==> config.mk <==
export PLATFORM = sky130hd
export DESIGN_NAME = dphy_jtag_master
export DESIGN_NICKNAME = d
export VERILOG_FILES = /design/src/rtl/dphy_jtag_master.sv
export SDC_FILE = /design/constraint.sdc
export NUM_CORES = 1
export LEC_CHECK = 0
export ABC_AREA = 1
export CAP_MARGIN = 10
export CORE_ASPECT_RATIO = 1.75
export CORE_MARGIN = 8
export CORE_UTILIZATION = 58
export CTS_CLUSTER_SIZE = 8
export DETAILED_ROUTE_END_ITERATION = 8
export DONT_BUFFER_PORTS = 1
export GPL_TIMING_DRIVEN = 0
export HOLD_SLACK_MARGIN = 0.05
export MAX_ROUTING_LAYER = met4
export PLACE_DENSITY_LB_ADDON = 0.12
export SLEW_MARGIN = 20
export SYNTH_ARGS = -nofsm -noshare
export SYNTH_HDL_FRONTEND = slang
export SYNTH_SLANG_ARGS = --single-unit
==> constraint.sdc <==
create_clock -name CLK -period 2.1 [get_ports CLK]
set_input_delay 0.315 -clock CLK [delete_from_list [all_inputs] [get_ports CLK]]
set_output_delay 0.315 -clock CLK [all_outputs]
set_load 0.05 [all_outputs]
==> src/rtl/dphy_jtag_master.sv <==
// dphy_jtag_master: SoC-side JTAG master for the DragonPHY TAP.
// Takes one IR-shift, DR-shift or TAP-reset command at a time. It walks the TAP from
// Run-Test/Idle back to Run-Test/Idle and returns the TDO bits captured during the shift.
//
// state   | meaning
// --------+--------------------------------------------------------------
// S_IDLE  | TCK parked low, cmd_ready high (once out of reset)
// S_HDR   | TMS walk RTI -> Shift-xR (DR: 1,0,0  IR: 1,1,0,0)
// S_SHIFT | len bits, TDI=data[i], TDO captured on each rising TCK
// S_TAIL  | TMS 1,0: Exit1 -> Update-xR -> Run-Test/Idle
// S_RST   | TMS high for 5 bits with TRST low, then one TMS-low bit
// S_RESP  | rsp_valid held until rsp_ready
module dphy_jtag_master #(
   parameter int CLK_DIV = 4,
   parameter int DATA_W  = 32
) (
   input  logic              CLK,
   input  logic              RESETn,
   input  logic              cmd_valid,
   output logic              cmd_ready,
   input  logic              cmd_is_ir,
   input  logic [5:0]        cmd_len,
   input  logic [DATA_W-1:0] cmd_data,
   output logic              rsp_valid,
   input  logic              rsp_ready,
   output logic [DATA_W-1:0] rsp_data,
   output logic              phy_tck,
   output logic              phy_tms,
   output logic              phy_tdi,
   output logic              phy_trst_n,
   input  logic              phy_tdo
);

   localparam int DIV_W = (CLK_DIV > 1) ? $clog2(CLK_DIV) : 1;
   localparam int IDX_W = $clog2(DATA_W);
   localparam logic [DIV_W-1:0] DIV_LOAD = DIV_W'(CLK_DIV - 1);
   localparam logic [5:0] LEN_MAX = 6'(DATA_W);

   typedef enum logic [2:0] {
      S_IDLE  = 3'd0,
      S_HDR   = 3'd1,
      S_SHIFT = 3'd2,
      S_TAIL  = 3'd3,
      S_RST   = 3'd4,
      S_RESP  = 3'd5
   } state_t;

   state_t            state_q, state_d;
   logic [2:0]        step_q, step_d;
   logic [5:0]        bit_q, bit_d;
   logic [DIV_W-1:0]  div_q;
   logic              tck_q, tms_q, tdi_q, trst_q;
   logic              tms_d, tdi_d, trst_d;
   logic              armed_q;
   logic              is_ir_q;
   logic [5:0]        len_q;
   logic [DATA_W-1:0] data_q;
   logic [DATA_W-1:0] cap_q;

   logic       accept;
   logic       active;
   logic       tck_rise;
   logic       tck_fall;
   logic [2:0] hdr_last;
   logic       shift_last;
   logic [5:0] len_clamp;

   assign cmd_ready  = (state_q == S_IDLE) && armed_q;
   assign rsp_valid  = (state_q == S_RESP);
   assign rsp_data   = cap_q;
   assign phy_tck    = tck_q;
   assign phy_tms    = tms_q;
   assign phy_tdi    = tdi_q;
   assign phy_trst_n = trst_q;

   assign accept     = cmd_valid && cmd_ready;
   assign active     = (state_q == S_HDR) || (state_q == S_SHIFT) ||
                       (state_q == S_TAIL) || (state_q == S_RST);
   // a bit ends on its falling TCK edge; the same CLK edge starts the next bit
   assign tck_rise   = active && (div_q == '0) && !tck_q;
   assign tck_fall   = active && (div_q == '0) && tck_q;
   assign hdr_last   = is_ir_q ? 3'd3 : 3'd2;
   assign shift_last = (bit_q == (len_q - 6'd1));
   assign len_clamp  = (cmd_len > LEN_MAX) ? LEN_MAX : cmd_len;

   // next state and bit position within the current TMS sequence
   always_comb begin
      state_d = state_q;
      step_d  = step_q;
      bit_d   = bit_q;
      case (state_q)
         S_IDLE: begin
            if (accept) begin
               step_d  = 3'd0;
               bit_d   = 6'd0;
               state_d = (cmd_len == 6'd0) ? S_RST : S_HDR;
            end
         end
         S_HDR: begin
            if (tck_fall) begin
               if (step_q == hdr_last) begin
                  state_d = S_SHIFT;
                  step_d  = 3'd0;
                  bit_d   = 6'd0;
               end else begin
                  step_d = step_q + 3'd1;
               end
            end
         end
         S_SHIFT: begin
            if (tck_fall) begin
               if (shift_last) begin
                  state_d = S_TAIL;
                  step_d  = 3'd0;
               end else begin
                  bit_d = bit_q + 6'd1;
               end
            end
         end
         S_TAIL: begin
            if (tck_fall) begin
               if (step_q == 3'd1) state_d = S_RESP;
               else                step_d  = step_q + 3'd1;
            end
         end
         S_RST: begin
            if (tck_fall) begin
               if (step_q == 3'd5) state_d = S_RESP;
               else                step_d  = step_q + 3'd1;
            end
         end
         S_RESP: begin
            if (rsp_ready) state_d = S_IDLE;
         end
         default: state_d = S_IDLE;
      endcase
   end

   // pin levels for the bit that starts at the next edge; stable within a bit
   always_comb begin
      tms_d  = 1'b0;
      tdi_d  = 1'b0;
      trst_d = 1'b1;
      case (state_d)
         // step 0 is 1 for both IR and DR, so the stale is_ir_q at accept is harmless
         S_HDR:   tms_d = is_ir_q ? (step_d < 3'd2) : (step_d == 3'd0);
         S_SHIFT: begin
            tms_d = (bit_d == (len_q - 6'd1));
            tdi_d = data_q[bit_d[IDX_W-1:0]];
         end
         S_TAIL:  tms_d = (step_d == 3'd0);
         S_RST: begin
            tms_d  = (step_d < 3'd5);
            trst_d = (step_d == 3'd5);
         end
         default: ;
      endcase
   end

   // FSM state register
   always_ff @(posedge CLK or negedge RESETn) begin
      if (!RESETn) begin
         state_q <= S_IDLE;
         step_q  <= 3'd0;
         bit_q   <= 6'd0;
      end else begin
         state_q <= state_d;
         step_q  <= step_d;
         bit_q   <= bit_d;
      end
   end

   // TCK half-period down-counter and TCK level
   always_ff @(posedge CLK or negedge RESETn) begin
      if (!RESETn) begin
         div_q <= '0;
         tck_q <= 1'b0;
      end else begin
         if (accept || tck_rise || tck_fall) div_q <= DIV_LOAD;
         else if (active && (div_q != '0))   div_q <= div_q - DIV_W'(1);
         if (tck_rise)      tck_q <= 1'b1;
         else if (tck_fall) tck_q <= 1'b0;
      end
   end

   // registered TMS/TDI/TRST; armed_q holds off cmd_ready for the first edge after reset
   always_ff @(posedge CLK or negedge RESETn) begin
      if (!RESETn) begin
         tms_q   <= 1'b0;
         tdi_q   <= 1'b0;
         trst_q  <= 1'b0;
         armed_q <= 1'b0;
      end else begin
         tms_q   <= tms_d;
         tdi_q   <= tdi_d;
         trst_q  <= trst_d;
         armed_q <= 1'b1;
      end
   end

   // command latch on accept
   always_ff @(posedge CLK or negedge RESETn) begin
      if (!RESETn) begin
         is_ir_q <= 1'b0;
         len_q   <= 6'd0;
         data_q  <= '0;
      end else if (accept) begin
         is_ir_q <= cmd_is_ir;
         len_q   <= len_clamp;
         data_q  <= cmd_data;
      end
   end

   // TDO capture: one bit per rising TCK while shifting; bits past len stay 0
   always_ff @(posedge CLK or negedge RESETn) begin
      if (!RESETn) begin
         cap_q <= '0;
      end else if (accept) begin
         cap_q <= '0;
      end else if (tck_rise && (state_q == S_SHIFT)) begin
         cap_q[bit_q[IDX_W-1:0]] <= phy_tdo;
      end
   end

endmodule

==> results of run 1 <==
path summary, 6_finish.rpt:
check | slack, ns | from | depth (start not counted) | endpoint
min reg2reg | 0.48 | data_q[17]$_DFFE_PN0P_ | 2 | data_q[17]$_DFFE_PN0P_
min | -0.35 | RESETn | 0 | rsp_data[10]$_DFFE_PN0P_
max | -0.53 | state_q[0]$_DFF_PN0_ | 17 | phy_tms$_DFF_PN0_
max in group asynchronous | 2.27 | RESETn | 0 | state_q[0]$_DFF_PN0_
min in group CLK | 0.07 | cmd_data[18] | 2 | data_q[18]$_DFFE_PN0P_
max reg2reg | -0.53 | state_q[0]$_DFF_PN0_ | 17 | phy_tms$_DFF_PN0_
logic make-up (layout without fill, tap and decap cells):
kind of cell             Yosys count  count (layout)
adder cells (fa/ha/maj)            8               8
buffers and inverters             91             157
flip-flops                        90              90
other                              1               1
AO/OA/AOI/OAI                     74              74
XOR/XNOR                           4               4
AND/OR/NAND/NOR                  374             376
metrics by stage:
step | worst slack [ns] | instances | utilization | hold slack, ns
after floorplan | -0.257 | 642 | - | 0.0194
after global placement | -0.767 | 734 | 0.612 | 0.0220
after detailed placement | -0.845 | 734 | 0.612 | 0.0220
after CTS | -0.396 | 789 | 0.740 | -0.348
after global routing | -0.658 | 802 | 0.808 | -0.354
final | -0.530 | 802 | 0.808 | -0.345
flip-flops by register name, summed over array words and instances (netlist names), 2 cells and up:
name      cells
bit_q         6
data_q       32
div_q         2
len_q         6
rsp_data     32
state_q       3
step_q        3
cells in the final DEF (no fill, tap or decap), drive strengths merged:
cell type	netlist	final
bufinv	0	1
nand2	219	220
xor2	3	3
conb	1	1
a31oi	1	1
o221ai	1	1
nand4	6	6
nor2	32	33
a21oi	10	10
dfrtp	90	90
nor4	1	1
clkbuf	21	25
inv	65	66
a21boi	1	1
o21a	1	1
o32ai	31	31
ha	8	8
o211ai	1	1
buf	5	62
o21ai	22	22
nor3	47	47
xnor2	1	1
clkinvlp	0	3
nand3	69	69
o22ai	6	6
power by group:
group	switching, uW	leakage (uW)	internal (uW)	total (uW)
clock network	679	0.000138	958	1640
logic	1910	0.00177	1410	3310
registers	1060	0.00116	2300	3360
layer usage:
layer | up-vias | track usage
met3 | 82 | 0.0514
met4 | 0 | 0.153
met1 | 2313 | 0.251
met5 | - | -
li1 | 2275 | -
met2 | 220 | 0.443
repair_timing:
action                                  CTS  global route
gates resized for setup                 106            91
pin swaps                                35            30
hold endpoints to repair                 90            90
buffers inserted                         39            15
endpoints found under the setup margin   80            85
gates cloned                              3             4
layout make-up:
class                           count  share of cell area
Buffer                             23              0.0332
Clock buffer                       11              0.0364
Clock inverter                      5             0.00919
Inverter                           65              0.0377
Multi-Input combinational cell    463               0.448
Sequential cell                    90               0.338
Tap cell                           92              0.0173
Timing Repair Buffer               53              0.0806
==> results_dict.tcl, run 1 <==
set metrics [dict create \
    yosys_most_used_dff "dfrtp_1" \
    htree_levels 3 \
    fin_crit_ns 2.63 \
    grt_pass1_wl_mm 22.8 \
    rsz0062_at_grt "yes" \
    insertedDiodeCount 0 \
    ant_nets 0 \
    final-setup-viol-count 69 \
    ioPinCount 82 \
    path_buf_inv 4 \
    drt_iter0_drc 285 \
    numClockSinks 90 \
    clk_pin_slew_ns 0.06 \
    ys_types 33 \
    final-hold-violation-count 90 \
    row_count 44 \
    grt-ovfl-total 0 \
    crit_top_cell "nor2_4" \
    syn_inst 642 \
    hold_path.class "in -> async" \
    required_ns 2.38 \
    start_util 0.596 \
    violations "hold timing, setup timing" \
    maxSlewHeadroom 0.381 \
    fmaxAchievable_mhz 380 \
    setup-tns-final_ns -12.51 \
    finalWorstSetupSlack_ns -0.530 \
    viasPerCell 6.10 \
    grt_pass1_vias 4884 \
    multiInputGateArea_mm2 0.00299 \
    grt_usage 0.252 \
    fillers 537 \
    ir_worst_vdd_v 0.000777 \
    core_mm2 0.00826 \
    wl_met1_mm 5.37 \
    synthArstFlopShare 1.00 \
    cts_tree "built" \
    crit_family "simple AND/OR/NAND/NOR gates" \
    cap_viol_max_count 0 \
    dieArea_mm2 0.0118 \
    synth-seq-cells 90 \
    port_buffers 0 \
    seq_area_mm2 0.00225 \
    synthAdderAreaFrac 0.0203 \
    total_power_uw 8310 \
    crit_type "reg -> reg" \
    synth.yosys.seq_area_share 0.458 \
    endpoint_kind "flip-flop" \
    dr_wl_met2_mm 8.27 \
    p_leak_uw 0.00307 \
    power.density_mw_per_mm2 1250 \
    synth_top_area_cell "dfrtp_1" \
    antenna_found_initial 0 \
    syn_area_per_cell_um2 7.66 \
    cp.arrival_ns 2.91 \
    dieWidth_um 85.6 \
    synthXorXnorAreaFrac 0.00712 \
    finalCritPeriodShare 1.25 \
    fin_area_mm2 0.00667 \
    max_stage_delay_ns 0.40 \
    synth_nets 694 \
    whs_ns -0.345 \
    crit_chain "nor2_2, inv_2, nor2_4, inv_2, nor2_4, nand2_4, inv_4, nor2_4, nor2_4, nand2_4, nand2_8, nand2_8, buf_6, xor2_2, nor3_2, nand4_1, nand2_1" \
    highest-signal-layer "met4" \
    synth_warnings 0 \
    slew_violations 0 \
    synth_simple_gate_area_share 0.333 \
    die_h_um 138 \
    dr.pass1.iters 5 \
    grt_max_degree 91 \
    synth_compound_area_frac 0.105 \
    route.met3.wl_um 818 \
    avgRoutedWirePerCell_um 19.2 \
    vias 4890 \
    synthToLayoutAreaGrowth_pct 35.6 \
    globalplace.congestion 0.925 \
    clk_path_buf_depth 2 \
    drc 0 \
    slowest_stage "dfrtp_1" \
    path_max_fanout 6 \
    start_kind "flip-flop" \
    synthTopCellsByArea "dfrtp_1 46%, nand2_1 16%, nand3_1 6.9%, o32ai_1 5.5%, nor3_1 4.7%" \
    synth_commonest_cells "212 x nand2_1, 90 x dfrtp_1, 68 x nand3_1, 60 x inv_1, 46 x nor3_1" \
    drive_above_1_share 0.282 \
    place_hpwl_mm 9.54 \
    synth_mux_area_frac 0 \
    clk_latency_ns 0.35 \
    netlist_area_mm2 0.00492 \
    yosysMostFrequentCell "nand2_1" \
    synth_edf_count 0 \
    dpl_cell_area_mm2 0.00506 \
    num-nets-final 757 \
    status "finished, violations left" \
    tightest_slew_ns 0.928 \
    synth_top_area_frac 0.458 \
    cts-buffers-inserted 9 \
    drt-total-wl_mm 15.4 \
    synth_top_family_by_area "simple AND/OR/NAND/NOR gates" \
    final.setup_skew_ns 0.00601 \
    cts-root-buf "clkbuf_16" \
]
Power figures use the tool's default switching activity.
==> inputs of run 2 (changes only) <==
Settings changed: CORE_UTILIZATION 58 to 60, PLACE_DENSITY set to 0.78, PLACE_DENSITY_LB_ADDON 0.12 to unset, SETUP_SLACK_MARGIN set to 0.1.
Clock period 2.1 ns to 2.65 ns, I/O delays scaled along.
==> run 2 against run 1 <==
  * The flow finishes with violations (setup timing)
  * Register-to-register slack better by 0.49 ns
  * Maximum frequency is 2.2% lower
  * Flip-flop and latch count stayed put
  * Sequential power is 21% lower
  * Count of clock-buffer cells in the layout is 1 higher
  * Largest cell class unchanged
==> results_dict.tcl, run 2 (synthesized netlist as in run 1, its figures left out) <==
set metrics [dict create \
    status "finished, violations left" \
    violations "setup timing" \
    viasPerCell 6.08 \
    num-nets-final 742 \
    fmaxAchievable_mhz 372 \
    most-common-layout-cells "202 x nand2_1, 89 x dfrtp_1, 52 x nand3_1, 51 x inv_1, 43 x nor3_1" \
    cp.arrival_ns 2.96 \
    endpoint_kind "flip-flop" \
    vias 4776 \
    antenna_found_initial 0 \
    p_int_uw 3550 \
    cts-root-buf "clkbuf_16" \
    final_common_cell "nand2_1" \
    die_h_um 136 \
    hold_path.class "in -> reg" \
    grt-ovfl-total 0 \
    clk_pin_slew_ns 0.06 \
    ir_worst_vdd_v 0.000639 \
    place_ws_ns -0.330 \
    grt_pass1_wl_mm 21.8 \
    grt_max_degree 91 \
    core_mm2 0.00796 \
    drc 0 \
    dr_wl_met2_mm 7.64 \
    place_inst 732 \
    dr.pass1.iters 5 \
    route.met3.wl_um 784 \
    ioPinCount 82 \
    dpl_cell_area_mm2 0.00504 \
    seq_power_share 0.421 \
    pwr-share-comb 0.362 \
    start_kind "flip-flop" \
    fin_crit_ns 2.69 \
    clk_latency_ns 0.34 \
    ant_nets 0 \
    clk_path_buf_depth 2 \
    dieArea_mm2 0.0115 \
    cts-buffers-inserted 9 \
    power_frac_clock 0.217 \
    slowest_stage "dfrtp_1" \
    start_util 0.618 \
    final-hold-violation-count 0 \
    crit_family "simple AND/OR/NAND/NOR gates" \
    rsz0062_at_grt "yes" \
    highest-signal-layer "met4" \
    tightest_slew_ns 0.909 \
    row_count 43 \
    stdcell_count 785 \
    max_stage_delay_ns 0.42 \
    finalCritPeriodShare 1.01 \
    insertedDiodeCount 0 \
    path_max_fanout 5 \
    numClockSinks 90 \
    fin_area_mm2 0.00602 \
    maxSlewHeadroom 0.391 \
    swShare 0.439 \
    globalplace.congestion 0.905 \
    power.density_mw_per_mm2 1050 \
    dieWidth_um 84.5 \
    crit_type "reg -> reg" \
    synthToLayoutAreaGrowth_pct 22.3 \
    finalWorstSetupSlack_ns -0.0393 \
    avgRoutedWirePerCell_um 18.5 \
    crit_chain "nor2_4, inv_2, nor2_2, inv_2, nor2_4, nand2_4, nor2_4, a21oi_1, a21oi_1, nand2_1, nor2_2, nand3_1, nor3_2, nand4_1, nand2_1" \
    switchingPower_uw 2770 \
    crit_top_cell "nor2_4" \
    final-setup-viol-count 1 \
    p_leak_uw 0.00279 \
    path_buf_inv 2 \
    final.setup_skew_ns 0.00585 \
    wl_met1_mm 5.29 \
    htree_levels 3 \
    grt_usage 0.246 \
    place_hpwl_mm 9.35 \
    grt_pass1_vias 4659 \
    drt-total-wl_mm 14.5 \
    cts_tree "built" \
    slew_violations 0 \
    drt_iter0_drc 367 \
    port_buffers 0 \
    drive_above_1_share 0.190 \
    cap_viol_max_count 0 \
    required_ns 2.92 \
    setup-tns-final_ns -0.0393 \
]
run 2: timing repair:
action | 4_1_cts | 5_1_grt
hold buffers | 2 | 0
cloned | 3 | 2
gates resized for setup | 32 | 52
setup buffers | 20 | 11
hold endpoints to repair | 90 | 0
setup endpoints to repair | 23 | 43
pin swaps | 18 | 35
run 2: worst paths after layout:
check	start	endpoint	slack, ns	depth (start not counted)
max in group asynchronous	RESETn	rsp_data[30]$_DFFE_PN0P_	1.66	2
hold / removal	cmd_data[14]	data_q[14]$_DFFE_PN0P_	0.16	2
hold reg to reg	data_q[17]$_DFFE_PN0P_	data_q[17]$_DFFE_PN0P_	0.48	2
setup reg to reg	state_q[0]$_DFF_PN0_	phy_tms$_DFF_PN0_	-0.04	15
min in group asynchronous	RESETn	rsp_data[10]$_DFFE_PN0P_	0.62	2
setup / recovery	state_q[0]$_DFF_PN0_	phy_tms$_DFF_PN0_	-0.04	15
run 2: cell type report:
cell class                 instances  area (um2)
buffer                            25         136
clock buffer                      12         246
clock inverter                     4        75.1
fill                             566        1950
inverter                          65         254
multi-input combinational        464        2610
sequential                        90        2250
tap                               90         113
timing repair buffer              35         327
run 2: power groups by stage:
| stage | combinational, uW | sequential, uW | clock [uW] |
|---|---|---|---|
| 2_1_floorplan | 1390 | 2560 | 0 |
| 3_3_place_gp | 1650 | 2660 | 0 |
| 3_5_place_dp | 1710 | 2680 | 0 |
| 4_1_cts | 1950 | 2650 | 1380 |
| 5_1_grt | 2520 | 2720 | 1420 |
| 6_report | 2290 | 2670 | 1370 |
run 2: stage by stage:
step	util	hold WS, ns	total power, uW
6_report	0.756	0.160	6330
5_1_grt	0.756	0.165	6650
4_1_cts	0.717	0.160	5980
3_5_place_dp	0.633	0.104	4390
3_3_place_gp	0.633	0.105	4310
2_1_floorplan	-	0.102	3950
run 2: per-layer routing:
metal,track usage,vias up
met3,0.0407,68
met5,-,-
met4,0.166,0
met2,0.425,216
li1,-,2234
met1,0.251,2258
run 2: worst reg2reg max path, delay by kind of cell (launching register included):
family	cells	cell delay [ns]
AOI/OAI and AO/OA	2	0.27
buffers and inverters	2	0.11
and+or+nand+nor	11	1.83
DFF	1	0.42
==> inputs of run 3 (changes only) <==
Settings changed: CELL_PAD_IN_SITES_DETAIL_PLACEMENT set to 1, CELL_PAD_IN_SITES_GLOBAL_PLACEMENT set to 1, CORE_UTILIZATION 60 to 48, CTS_BUF_LIST set to sky130_fd_sc_hd__clkbuf_4, PLACE_DENSITY 0.78 to 0.84.
==> run 3 against run 2 <==
  * The flow still finishes with violations (setup timing)
  * Critical endpoint unchanged
  * Critical path depth is 2 higher
  * Non-clock buffer count rose by 60
  * Register-to-register slack got worse by 0.41 ns
  * Sequential power is essentially flat
  * Flip-flop and latch count is the same
  * Count of clock-buffer cells in the layout fell by 3
  * Final cell count grew 12%
  * Clock skew up 0.018 ns
  * Largest cell class unchanged
==> results_dict.tcl, run 3 (synthesized netlist as in run 1, its figures left out) <==
set metrics [dict create \
    status "finished, violations left" \
    violations "setup timing" \
    grt_pass1_wl_mm 29.4 \
    row_count 49 \
    clk_latency_ns 0.50 \
    rsz0062_at_grt "yes" \
    start_util 0.486 \
    p_leak_uw 0.00303 \
    tightest_slew_ns 0.852 \
    endpoint_kind "flip-flop" \
    dpl_cell_area_mm2 0.00509 \
    grt_pass1_vias 5804 \
    antenna_found_initial 0 \
    hold_start "cmd_data[25]" \
    grt_max_degree 91 \
    path_max_fanout 7 \
    globalplace.congestion 0.863 \
    htree_levels 3 \
    dieWidth_um 92.5 \
    dieArea_mm2 0.0139 \
    final.setup_skew_ns 0.0238 \
    crit_chain "inv_2, ha_4, buf_4, nand3_1, nand3_1, nand3_1, nor2_4, nand2_4, nand2_1, nand2_1, nand3_4, nand2_8, buf_8, xor2_2, nor3_2, nand4_1, nand2_1" \
    place_hpwl_mm 11.2 \
    die_h_um 150 \
    viasPerCell 6.34 \
    crit_family "simple AND/OR/NAND/NOR gates" \
    grtUsageMet1 0.247 \
    num-nets-final 799 \
    busiest_layer "met2" \
    grt-ovfl-total 0 \
    drc 0 \
    reg2reg_to "phy_tms$_DFF_PN0_" \
    fin_area_mm2 0.00660 \
    drt-total-wl_mm 23.1 \
    cts-root-buf "clkbuf_4" \
    required_ns 3.07 \
    crit_cells 17 \
    clk_pin_slew_ns 0.15 \
    ant_nets 0 \
    insertedDiodeCount 0 \
    cts_tree "built" \
    cts-buffers-inserted 9 \
    finalCritPeriodShare 1.17 \
    fin_util 0.652 \
    path_buf_inv 3 \
    r2r_setup_slack_ns -0.45 \
    final_common_cell "nand2_1" \
    slew_violations 0 \
    whs_path_depth 2 \
    drive_above_1_share 0.254 \
    finalWorstSetupSlack_ns -0.453 \
    avgRoutedWirePerCell_um 26.3 \
    drt_iter0_drc 354 \
    ioPinCount 82 \
    rr_startpoint "len_q[1]$_DFFE_PN0P_" \
    numClockSinks 90 \
    cap_viol_max_count 0 \
    fin_crit_ns 3.10 \
    core_mm2 0.0101 \
    start_kind "flip-flop" \
    max_stage_delay_ns 0.45 \
    vias 5571 \
    final-setup-viol-count 3 \
    ir_worst_vdd_v 0.000470 \
    whs_ns 0.0606 \
    slowest_stage "dfrtp_1" \
    fmaxAchievable_mhz 322 \
    final-hold-violation-count 0 \
    reg2reg_depth 17 \
    grt_usage 0.279 \
    port_buffers 0 \
    power.density_mw_per_mm2 995 \
    most-common-layout-cells "198 x nand2_1, 88 x dfrtp_1, 54 x buf_4, 50 x inv_1, 46 x nand3_1" \
    grt_use_met3 0.0497 \
    groute.layer.met2.usage 0.522 \
    dr.pass1.iters 7 \
    synthToLayoutAreaGrowth_pct 34.1 \
    holdPathEnd "data_q[25]$_DFFE_PN0P_" \
    maxSlewHeadroom 0.429 \
    hold_path.class "in -> reg" \
    crit_type "reg -> reg" \
    cp.arrival_ns 3.53 \
    clk_path_buf_depth 2 \
]
-- run 3: worst max-delay path by stage --
| stage | start | end | slack, ns |
|---|---|---|---|
| floorplan | state_q[0]$_DFF_PN0_ | phy_tdi$_DFF_PN0_ | 0.27 |
| global placement | state_q[0]$_DFF_PN0_ | phy_tms$_DFF_PN0_ | -0.41 |
| detailed placement | state_q[1]$_DFF_PN0_ | phy_tms$_DFF_PN0_ | -0.48 |
| CTS | state_q[1]$_DFF_PN0_ | phy_tms$_DFF_PN0_ | 0.03 |
| global route | len_q[1]$_DFFE_PN0P_ | phy_tms$_DFF_PN0_ | -0.48 |
| finish | len_q[1]$_DFFE_PN0P_ | phy_tms$_DFF_PN0_ | -0.45 |
-- run 3: power by group --
part / internal (uW) / total (uW) / switching, uW
Clock: 285 / 830 / 544
Combinational: 1140 / 3040 / 1900
Sequential: 1820 / 2700 / 878
Total: 3250 / 6570 / 3320
-- run 3: worst register-to-register path, stage by stage (launching register included) --
cell and delay [ns]:
dfrtp_1 0.45, inv_2 0.12, ha_4 0.20, buf_4 0.12, nand3_1 0.12, nand3_1 0.16
nand3_1 0.18, nor2_4 0.17, nand2_4 0.14, nand2_1 0.11, nand2_1 0.11, nand3_4 0.15
nand2_8 0.11, buf_8 0.16, xor2_2 0.14, nor3_2 0.14, nand4_1 0.31, nand2_1 0.16
-- run 3: metal layers --
layer	share of wire	up-vias
met3	0.063	122
met1	0.32	2769
met5	0	-
li1	-	2345
met2	0.55	335
met4	0.069	0
-- run 3: repair_timing --
item / CTS / global route
endpoints found under the setup margin: 43 / 64
pin swaps: 34 / 45
hold endpoints to repair: 123 / 1
resized for setup: 60 / 85
cloned: 2 / 0
setup buffers: 36 / 21
hold buffers: 35 / 1
-- run 3: per-stage QoR --
stage / TNS, ns / worst slack [ns] / instances / total power (uW)
5_1_grt: -1.03 / -0.484 / 879 / 6820
3_3_place_gp: -0.607 / -0.411 / 769 / 4350
4_1_cts: 0 / 0.0252 / 858 / 5730
6_report: -0.882 / -0.453 / 879 / 6570
3_5_place_dp: -1.35 / -0.485 / 769 / 4480
2_1_floorplan: 0 / 0.267 / 642 / 3950
-- run 3: final cells by class --
cell class / instances / area, um2
Clock inverter: 7 / 68.8
Fill cell: 1187 / 3520
Tap cell: 127 / 159
Multi-Input combinational cell: 461 / 2780
Inverter: 65 / 256
Buffer: 26 / 159
Clock buffer: 9 / 67.6
Sequential cell: 90 / 2250
Timing Repair Buffer: 94 / 856
